==> src/rtl/jtag_tap_param_if.sv <==
// JTAG serial pin bundle (TMS/TDI in, TDO/TDO_EN out) between a tester-side driver and the TAP.
// Latency: none, wires only.
// Backpressure: none; the TAP protocol is paced entirely by TCK.
// Ports: master = pin driver (drives TMS/TDI, observes TDO/TDO_EN);
//        slave  = TAP (observes TMS/TDI, drives TDO/TDO_EN).
interface jtag_tap_param_if;
    logic TMS;
    logic TDI;
    logic TDO;
    logic TDO_EN;

    modport master (output TMS, output TDI, input TDO, input TDO_EN);
    modport slave  (input TMS, input TDI, output TDO, output TDO_EN);
endinterface

==> src/rtl/jtag_tap_param.sv <==
// Parametrised 1149.1-style TAP: controller, IR, bypass, optional IDCODE, BSR_LEN-cell boundary scan.
// Latency: capture/shift on TCK rise; TDO, TDO_EN, IR and BSR update stages on the following TCK fall.
// Backpressure: none; progress is paced by TCK/TMS.
// Ports: TCK, TRST_N (async active-low); jtag (slave modport: TMS, TDI, TDO, TDO_EN);
//        data_in/data_out (functional path through the boundary cells); Mode; tap_state (debug).
// Optional feature: define JTAG_IDCODE_EN to add the 32-bit IDCODE register and make it the
// reset instruction; otherwise code 2 decodes as BYPASS and BYPASS is the reset instruction.
module jtag_tap_param #(
    parameter int          IR_W       = 4,
    parameter int          BSR_LEN    = 34,
    parameter logic [31:0] IDCODE_VAL = 32'h1000_0001
) (
    input  logic               TCK,
    input  logic               TRST_N,
    jtag_tap_param_if.slave    jtag,
    input  logic [BSR_LEN-1:0] data_in,
    output logic [BSR_LEN-1:0] data_out,
    output logic               Mode,
    output logic [3:0]         tap_state
);

    typedef enum logic [3:0] {
        TLR    = 4'hF, RTI    = 4'hC,
        SEL_DR = 4'h7, CAP_DR = 4'h6, SH_DR = 4'h2, EX1_DR = 4'h1,
        PAU_DR = 4'h3, EX2_DR = 4'h0, UPD_DR = 4'h5,
        SEL_IR = 4'h4, CAP_IR = 4'hE, SH_IR = 4'hA, EX1_IR = 4'h9,
        PAU_IR = 4'hB, EX2_IR = 4'h8, UPD_IR = 4'hD
    } tap_state_t;

    localparam logic [IR_W-1:0] IR_EXTEST  = IR_W'(0);
    localparam logic [IR_W-1:0] IR_SAMPLE  = IR_W'(1);
    localparam logic [IR_W-1:0] IR_INTEST  = IR_W'(3);
    localparam logic [IR_W-1:0] IR_BYPASS  = '1;
    localparam logic [IR_W-1:0] IR_CAPTURE = IR_W'(1);  // mandatory ...01 capture pattern
`ifdef JTAG_IDCODE_EN
    localparam logic [IR_W-1:0] IR_IDCODE  = IR_W'(2);
    localparam logic [IR_W-1:0] IR_RESET   = IR_IDCODE;
`else
    localparam logic [IR_W-1:0] IR_RESET   = IR_BYPASS;
`endif

    // Guard: a legal IDCODE always has bit 0 set so it can be told apart from BYPASS on readout.
    if (IDCODE_VAL[0] != 1'b1) begin : g_idcode_lsb_must_be_one
    end

    tap_state_t         state;
    tap_state_t         state_nxt;
    logic [IR_W-1:0]    ir_shift;
    logic [IR_W-1:0]    ir_upd;
    logic               bypass_reg;
    logic [BSR_LEN-1:0] bsr_shift;
    logic [BSR_LEN-1:0] bsr_upd;
`ifdef JTAG_IDCODE_EN
    logic [31:0]        idcode_shift;
    logic               sel_id;
`endif
    logic               sel_bsr;
    logic               sel_bypass;
    logic               tdo_mux;
    logic               shifting;
    logic               tdo_q;
    logic               tdo_en_q;

    // ---------------- TAP controller ----------------
    always_ff @(posedge TCK or negedge TRST_N) begin
        if (!TRST_N) state <= TLR;
        else         state <= state_nxt;
    end

    always_comb begin
        state_nxt = TLR;
        case (state)
            TLR:     state_nxt = jtag.TMS ? TLR    : RTI;
            RTI:     state_nxt = jtag.TMS ? SEL_DR : RTI;
            SEL_DR:  state_nxt = jtag.TMS ? SEL_IR : CAP_DR;
            CAP_DR:  state_nxt = jtag.TMS ? EX1_DR : SH_DR;
            SH_DR:   state_nxt = jtag.TMS ? EX1_DR : SH_DR;
            EX1_DR:  state_nxt = jtag.TMS ? UPD_DR : PAU_DR;
            PAU_DR:  state_nxt = jtag.TMS ? EX2_DR : PAU_DR;
            EX2_DR:  state_nxt = jtag.TMS ? UPD_DR : SH_DR;
            UPD_DR:  state_nxt = jtag.TMS ? SEL_DR : RTI;
            SEL_IR:  state_nxt = jtag.TMS ? TLR    : CAP_IR;
            CAP_IR:  state_nxt = jtag.TMS ? EX1_IR : SH_IR;
            SH_IR:   state_nxt = jtag.TMS ? EX1_IR : SH_IR;
            EX1_IR:  state_nxt = jtag.TMS ? UPD_IR : PAU_IR;
            PAU_IR:  state_nxt = jtag.TMS ? EX2_IR : PAU_IR;
            EX2_IR:  state_nxt = jtag.TMS ? UPD_IR : SH_IR;
            UPD_IR:  state_nxt = jtag.TMS ? SEL_DR : RTI;
            default: state_nxt = TLR;
        endcase
    end

    assign tap_state = state;

    // ---------------- instruction decode ----------------
    // All-ones is tested first so BYPASS wins even when IR_W is small enough
    // for it to collide with another code.
    always_comb begin
        sel_bsr = 1'b0;
        Mode    = 1'b0;
`ifdef JTAG_IDCODE_EN
        sel_id  = 1'b0;
`endif
        if (ir_upd == IR_BYPASS) begin
            sel_bsr = 1'b0;
        end else if (ir_upd == IR_EXTEST || ir_upd == IR_INTEST) begin
            sel_bsr = 1'b1;
            Mode    = 1'b1;
        end else if (ir_upd == IR_SAMPLE) begin
            sel_bsr = 1'b1;
`ifdef JTAG_IDCODE_EN
        end else if (ir_upd == IR_IDCODE) begin
            sel_id  = 1'b1;
`endif
        end
    end

`ifdef JTAG_IDCODE_EN
    assign sel_bypass = !sel_bsr && !sel_id;
`else
    assign sel_bypass = !sel_bsr;
`endif

    // ---------------- capture / shift stages (TCK rise) ----------------
    // Shifts are written as {TDI, reg} >> 1 so a 1-bit register needs no reversed slice.
    always_ff @(posedge TCK or negedge TRST_N) begin
        if (!TRST_N) begin
            ir_shift     <= '0;
            bypass_reg   <= 1'b0;
            bsr_shift    <= '0;
`ifdef JTAG_IDCODE_EN
            idcode_shift <= '0;
`endif
        end else begin
            case (state)
                CAP_IR: ir_shift <= IR_CAPTURE;
                SH_IR:  ir_shift <= IR_W'({jtag.TDI, ir_shift} >> 1);
                CAP_DR: begin
                    if (sel_bsr)    bsr_shift    <= data_in;
                    if (sel_bypass) bypass_reg   <= 1'b0;
`ifdef JTAG_IDCODE_EN
                    if (sel_id)     idcode_shift <= IDCODE_VAL;
`endif
                end
                SH_DR: begin
                    if (sel_bsr)    bsr_shift    <= BSR_LEN'({jtag.TDI, bsr_shift} >> 1);
                    if (sel_bypass) bypass_reg   <= jtag.TDI;
`ifdef JTAG_IDCODE_EN
                    if (sel_id)     idcode_shift <= {jtag.TDI, idcode_shift[31:1]};
`endif
                end
                default: ;
            endcase
        end
    end

    // ---------------- TDO mux ----------------
    always_comb begin
        tdo_mux  = 1'b0;
        shifting = 1'b0;
        case (state)
            SH_IR: begin
                shifting = 1'b1;
                tdo_mux  = ir_shift[0];
            end
            SH_DR: begin
                shifting = 1'b1;
                if (sel_bsr)         tdo_mux = bsr_shift[0];
`ifdef JTAG_IDCODE_EN
                else if (sel_id)     tdo_mux = idcode_shift[0];
`endif
                else                 tdo_mux = bypass_reg;
            end
            default: ;
        endcase
    end

    // ---------------- update stages and TDO (TCK fall) ----------------
    // BSR update latches survive TLR; only TRST_N clears them.
    always_ff @(negedge TCK or negedge TRST_N) begin
        if (!TRST_N) begin
            ir_upd   <= IR_RESET;
            bsr_upd  <= '0;
            tdo_q    <= 1'b0;
            tdo_en_q <= 1'b0;
        end else begin
            if (state == TLR)         ir_upd <= IR_RESET;
            else if (state == UPD_IR) ir_upd <= ir_shift;
            if (state == UPD_DR && sel_bsr) bsr_upd <= bsr_shift;
            tdo_q    <= tdo_mux;
            tdo_en_q <= shifting;
        end
    end

    assign jtag.TDO    = tdo_q;
    assign jtag.TDO_EN = tdo_en_q;
    assign data_out    = Mode ? bsr_upd : data_in;

endmodule

==> src/flat_wrapper.sv <==
// flat-port wrapper written by rule: the top's interface ports become plain ports
module jtag_tap_param_flat 
#(
    parameter int          IR_W       = 4,
    parameter int          BSR_LEN    = 34,
    parameter logic [31:0] IDCODE_VAL = 32'h1000_0001
)
  (TCK, TRST_N, data_in, data_out, Mode, tap_state, jtag_TMS, jtag_TDI, jtag_TDO, jtag_TDO_EN);
  jtag_tap_param_if jtag_i ();
  input  logic TCK;
  input  logic TRST_N;
  input  logic [BSR_LEN-1:0] data_in;
  output logic [BSR_LEN-1:0] data_out;
  output logic Mode;
  output logic [3:0] tap_state;
  input wire logic [$bits(jtag_i.TMS)-1:0] jtag_TMS;
  input wire logic [$bits(jtag_i.TDI)-1:0] jtag_TDI;
  output wire logic [$bits(jtag_i.TDO)-1:0] jtag_TDO;
  output wire logic [$bits(jtag_i.TDO_EN)-1:0] jtag_TDO_EN;
  assign jtag_i.TMS = jtag_TMS;
  assign jtag_i.TDI = jtag_TDI;
  assign jtag_TDO = jtag_i.TDO;
  assign jtag_TDO_EN = jtag_i.TDO_EN;
  jtag_tap_param #(.IR_W(IR_W), .BSR_LEN(BSR_LEN), .IDCODE_VAL(IDCODE_VAL)) u_core (.TCK(TCK), .TRST_N(TRST_N), .jtag(jtag_i), .data_in(data_in), .data_out(data_out), .Mode(Mode), .tap_state(tap_state));
endmodule
==> config.mk <==
export PLATFORM = sky130hd
export DESIGN_NAME = jtag_tap_param_flat
export DESIGN_NICKNAME = d
export VERILOG_FILES = /design/src/rtl/jtag_tap_param_if.sv /design/src/rtl/jtag_tap_param.sv /design/src/flat_wrapper.sv
export SDC_FILE = /design/constraint.sdc
export NUM_CORES = 1
export LEC_CHECK = 0
export ABC_AREA = 1
export CAP_MARGIN = 20
export CORE_UTILIZATION = 49
export CTS_BUF_LIST = sky130_fd_sc_hd__clkbuf_8
export CTS_CLUSTER_SIZE = 12
export DETAILED_ROUTE_END_ITERATION = 7
export PLACE_DENSITY = 0.89
export SETUP_SLACK_MARGIN = 0.4
export SLEW_MARGIN = 15
export SYNTH_ARGS = -nofsm -noshare
export SYNTH_HDL_FRONTEND = slang
export SYNTH_SLANG_ARGS = --single-unit
export TNS_END_PERCENT = 100
==> constraint.sdc <==
create_clock -name TCK -period 1.64 [get_ports TCK]
set_input_delay 0.41 -clock TCK [delete_from_list [all_inputs] [get_ports TCK]]
set_output_delay 0.41 -clock TCK [all_outputs]
set_load 0.01 [all_outputs]
==> results of run 1 <==
-- per-stage QoR --
step | instance area, µm² | worst slack, ns | hold slack (ns) | setup TNS (ns) | utilization [%]
floorplan | 4550 | -0.813 | 0.114 | -63.41 | -
global placement | 5750 | -1.69 | 0.306 | -124.32 | 66.3
detailed placement | 5750 | -1.80 | 0.308 | -130.54 | 66.3
CTS | 7210 | -1.49 | 0.154 | -109.80 | 83.1
-- cells in the mapped netlist --
| cell type | number | area [µm²] |
|---|---|---|
| nand2_4 | 1 | 11.3 |
| buf_4 | 6 | 45.0 |
| buf_2 | 15 | 75.1 |
| dfrtp_1 | 39 | 976 |
| o21ai_0 | 74 | 370 |
| dfstp_2 | 8 | 210 |
| nand4_1 | 1 | 6.26 |
| buf_6 | 3 | 33.8 |
| inv_2 | 3 | 11.3 |
| nor2_1 | 8 | 30.0 |
| nor2_4 | 5 | 56.3 |
| nand2_2 | 2 | 12.5 |
| a22oi_1 | 4 | 30.0 |
| nand2_1 | 332 | 1250 |
| nand4_2 | 1 | 12.5 |
| nor2_2 | 2 | 12.5 |
| nand3_1 | 39 | 195 |
| nand3b_1 | 2 | 15.0 |
| dfrtn_1 | 36 | 901 |
| inv_1 | 16 | 60.1 |
| o22ai_1 | 2 | 12.5 |
| clkbuf_2 | 1 | 5.00 |
| clkbuf_1 | 11 | 41.3 |
-- kinds of logic after synthesis --
| logic type | Yosys count |
|---|---|
| DFF | 83 |
| AOI/OAI and AO/OA | 80 |
| buffers and inverters | 55 |
| and+or+nand+nor | 393 |
-- layer usage --
metal	GRT usage [%]	GRT overflow
met1	78.1	1
met5	31.0	0
met3	62.4	1
met2	91.1	14
met4	73.3	13
-- repair_timing --
item,in CTS
endpoints found under the hold margin,3
endpoints found under the setup margin,124
hold buffers,1
gates cloned,18
setup buffers,32
pin swaps,18
gates resized for setup,325
==> results.tsv, run 1 <==
metric	value	unit
Clk Tree Root Cell	clkbuf_8	
effective utilization at floorplan	50.3	%
post-synthesis register bit count	83	
synthesized-area fraction occupied by adder cells	0	%
H-tree depth	3	
status	aborted with a tool error	
number of clock sinks seen by CTS	83	
Post-DP HPWL	8080	µm
stage where the flow stopped	5_1_grt	
total routing resource utilization after global routing	76.4	%
sequential element share of the synthesized area	47.8	%
number of placed instances, taps included	828	
Syn Inst Count	611	
largest net degree at the start of global routing	35	
number of placed I/O pins	79	
largest family of logic cells by synthesized area	simple AND/OR/NAND/NOR gates	
number of input and output port buffers inserted	78	
last worst endpoint in the global-route repair_timing	data_out[33]	
aggregate global routing overflow	29	
nets in the synthesized netlist	649	
vertical die dimension	96.4	µm
number of buffers on the longest clock path	2	
total of warnings raised by yosys	0	
Avg Synthesized Cell Area	7.15	µm²
die boundary width	96.4	µm
parity-gate share of the synthesized area counting xor and xnor cells	0	%
Core Rows	34	
post-synthesis compound-gate area fraction	9.45	%
basic-gate share of the synthesized area counting and, or, nand and nor cells	36.6	%
fraction of synthesized area in multiplexers	0	%
total CTS buffers	9	
area of the mapped netlist	4370	µm²
tool error	[ERROR GRT-0232] Routing congestion too high. Check the congestion heatmap in the GUI.	
worst_ep kind	primary output	
global placer's final weighted congestion	0.883	
library cells used by synthesis	23	
==> run 2, diff against run 1 <==
- CORE_UTILIZATION: 49 -> 40
- CTS_BUF_LIST: sky130_fd_sc_hd__clkbuf_8 -> default
- CTS_CLUSTER_SIZE: 12 -> default
- PLACE_DENSITY: 0.89 -> default
- PLACE_DENSITY_LB_ADDON: default -> 0.15
- SETUP_SLACK_MARGIN: 0.4 -> default
- clock period: 1.64 -> 2.1 ns (I/O delays scaled with it)
==> results.tsv, run 2 <==
metric	value	unit
status	complete, but fails checks	
violated checks	negative setup slack	
Avg Synthesized Cell Area	7.15	µm²
cell types with the highest counts after synthesis	nand2_1 (332), o21ai_0 (74), dfrtp_1 (39), nand3_1 (39), dfrtn_1 (36)	
share of post-route cells with drive strength above 1	32.8	%
initial antenna violation count	0	
post-placement cell area	5790	µm²
depth of the worst register-to-register path	8	
total of warnings raised by yosys	0	
core region area	10500	µm²
Final Worst Setup Slack	-1.31	ns
WL/cell	15.4	µm
relative max-transition margin	72.8	%
footprint of the multi-input gates	2360	µm²
leading registers by flop count	u_core.bsr_shift: 34 flops, u_core.bsr_upd: 34 flops	
post-synthesis register bit count	83	
aggregate global routing overflow	0	
Setup crit end kind	output port	
total routing resource utilization after global routing	23.7	%
slew of the pin with the lowest slew margin	0.408	ns
first-pass iteration count of the detailed router	5	
library cells used by synthesis	23	
Met2 Routed Length	6810	µm
vias per cell	5.13	
final hold violation count	0	
clock-pin slew on the worst setup and hold paths	0.10	ns
dominant synthesized flop cell	dfrtp_1	
largest net degree at the start of global routing	35	
nets in the synthesized netlist	649	
residual DRC count	0	
static power due to leakage	3.34	nW
most repeated cell in the gate-level netlist after synthesis	nand2_1	
number of input and output port buffers inserted	78	
worst clock skew	0.0657	ns
startpoint type of the worst setup path	flip-flop	
setup_tns	-81.25	ns
Final Routed Wirelength	13800	µm
max-cap viol count	0	
number of clock sinks seen by CTS	83	
clock network latency to the later pin of the worst-skew pair	0.40	ns
total CTS buffers	9	
Min Hold Slack	0.00322	ns
peak supply drop	0.000612	V
Area contributors post-synth	nand2_1 (29%), dfrtp_1 (22%), dfrtn_1 (21%)	
routed wl met3	776	µm
Critical Path Fanout Max	8	
power density relative to cell area	1300	nW/µm²
total power of the final layout	8.54	mW
class of the most critical setup path	reg -> out	
first element of the critical path	u_core.ir_upd[0]$_DFFE_NN1P_	
Final Max Tran Viols	0	
area share of the largest cell type after synthesis	28.5	%
Critical Path End	data_out[12]	
global placer's final weighted congestion	0.812	
setup repair after global routing missed its margin	true	
Worst EP arrival	2.89	ns
H-tree depth	3	
die area	11300	µm²
sequential cell area	2090	µm²
synthesis-to-layout area growth	50.4	%
wire length of the first global-routing pass	20900	µm
FF-to-FF setup slack	-0.63	ns
reg-to-reg startpoint	u_core.ir_upd[1]$_DFFE_NN1P_	
layout filler cell count	926	
via count of the first global-routing pass	4296	
Finish-stage setup viols	111	
Syn Inst Count	611	
critical path required time	1.57	ns
area leader, netlist	nand2_1	
die boundary width	107	µm
HP Class	in -> async	
vertical die dimension	107	µm
final non-filler cell area	6570	µm²
CTS Hold Bufs	0	
diodes inserted	0	
Clk Tree Root Cell	clkbuf_8	
fraction of registers with async set or reset after synthesis	100	%
post-layout net count	791	
CTS tree	yes	
detailed-routing wirelength on met1	5940	µm
R2R Path End	u_core.bsr_shift[1]$_DFFE_PN0P_	
sequential element share of the synthesized area	47.8	%
number of placed I/O pins	79	
Core Rows	37	
most common cell after layout, fill and taps aside	nand2_1	
number of routed nets with antenna violations	0	
top library cells by usage in the layout, fill and taps aside	nand2_1 (249), nand2_2 (68), buf_4 (64)	
initial DRC count	243	
Highest Signal Layer	met4	
EDFF count, synth	0	
via total after detailed routing	4583	
number of buffers on the longest clock path	2	
Post-DP HPWL	7920	µm
area of the mapped netlist	4370	µm²
effective utilization at floorplan	41.8	%
run 2: where the power goes:
group	switching [mW]	internal (mW)	total [mW]
clock	0.641	0.803	1.44
sequential	0.625	2.44	3.06
combinational	2.31	1.72	4.03
run 2: stage by stage:
stage | utilization (%) | setup WS [ns] | std cells
finish | 62.8 | -1.31 | 894
global route | 62.8 | -1.40 | 894
floorplan | - | -0.698 | 611
CTS | 59.6 | -1.28 | 885
global placement | 55.3 | -1.18 | 855
detailed placement | 55.3 | -1.21 | 855
run 2: how the worst min path moves through the flow:
stage,startpoint,end
detailed placement,TRST_N,u_core.bsr_shift[0]$_DFFE_PN0P_
global placement,TRST_N,u_core.bsr_shift[0]$_DFFE_PN0P_
floorplan,TRST_N,u_core.bsr_shift[0]$_DFFE_PN0P_
CTS,TRST_N,u_core.ir_shift[1]$_DFFE_PN0N_
finish,TRST_N,u_core.ir_shift[1]$_DFFE_PN0N_
global route,TRST_N,u_core.ir_shift[1]$_DFFE_PN0N_
run 2: routing by layer:
layer / up-vias / track usage [%]
met5: - / 0
met4: 0 / 7.05
met3: 22 / 3.49
met2: 167 / 40.8
met1: 2179 / 30.8
li1: 2215 / -
run 2: area by class of cell:
class	instances	share of cell area [%]
Sequential cell	83	31.8
Tap cell	136	2.59
Inverter	18	1.10
Clock buffer	10	1.94
Clock inverter	10	1.94
Multi-Input combinational cell	475	35.9
Timing Repair Buffer	162	24.7
run 2: critical path, stage by stage (launching register included):
cell,delay [ns]
dfstp_2,0.54
inv_4,0.05
nand2_4,0.09
nand2_8,0.06
nor2_4,0.17
buf_12,0.16
buf_12,0.14
nand2_2,0.06
nand2_2,0.07
buf_6,0.10
run 2: timing repair:
| action | in CTS | in global routing |
|---|---|---|
| pin swaps | 23 | 8 |
| gates cloned | 3 | 5 |
| gates resized for setup | 206 | 71 |
| setup buffers | 8 | 6 |
| setup endpoints to repair | 115 | 112 |
run 2: cells by family (layout without fill, tap and decap cells):
logic type      count (synthesis)  after routing  share of synthesized area (%)
simple gates                  393            395                           36.6
flops                          83             83                           47.8
compound gates                 80             80                           9.45
buf+inv                        55            200                           6.21
No activity file was read; power rests on OpenSTA's default activity.
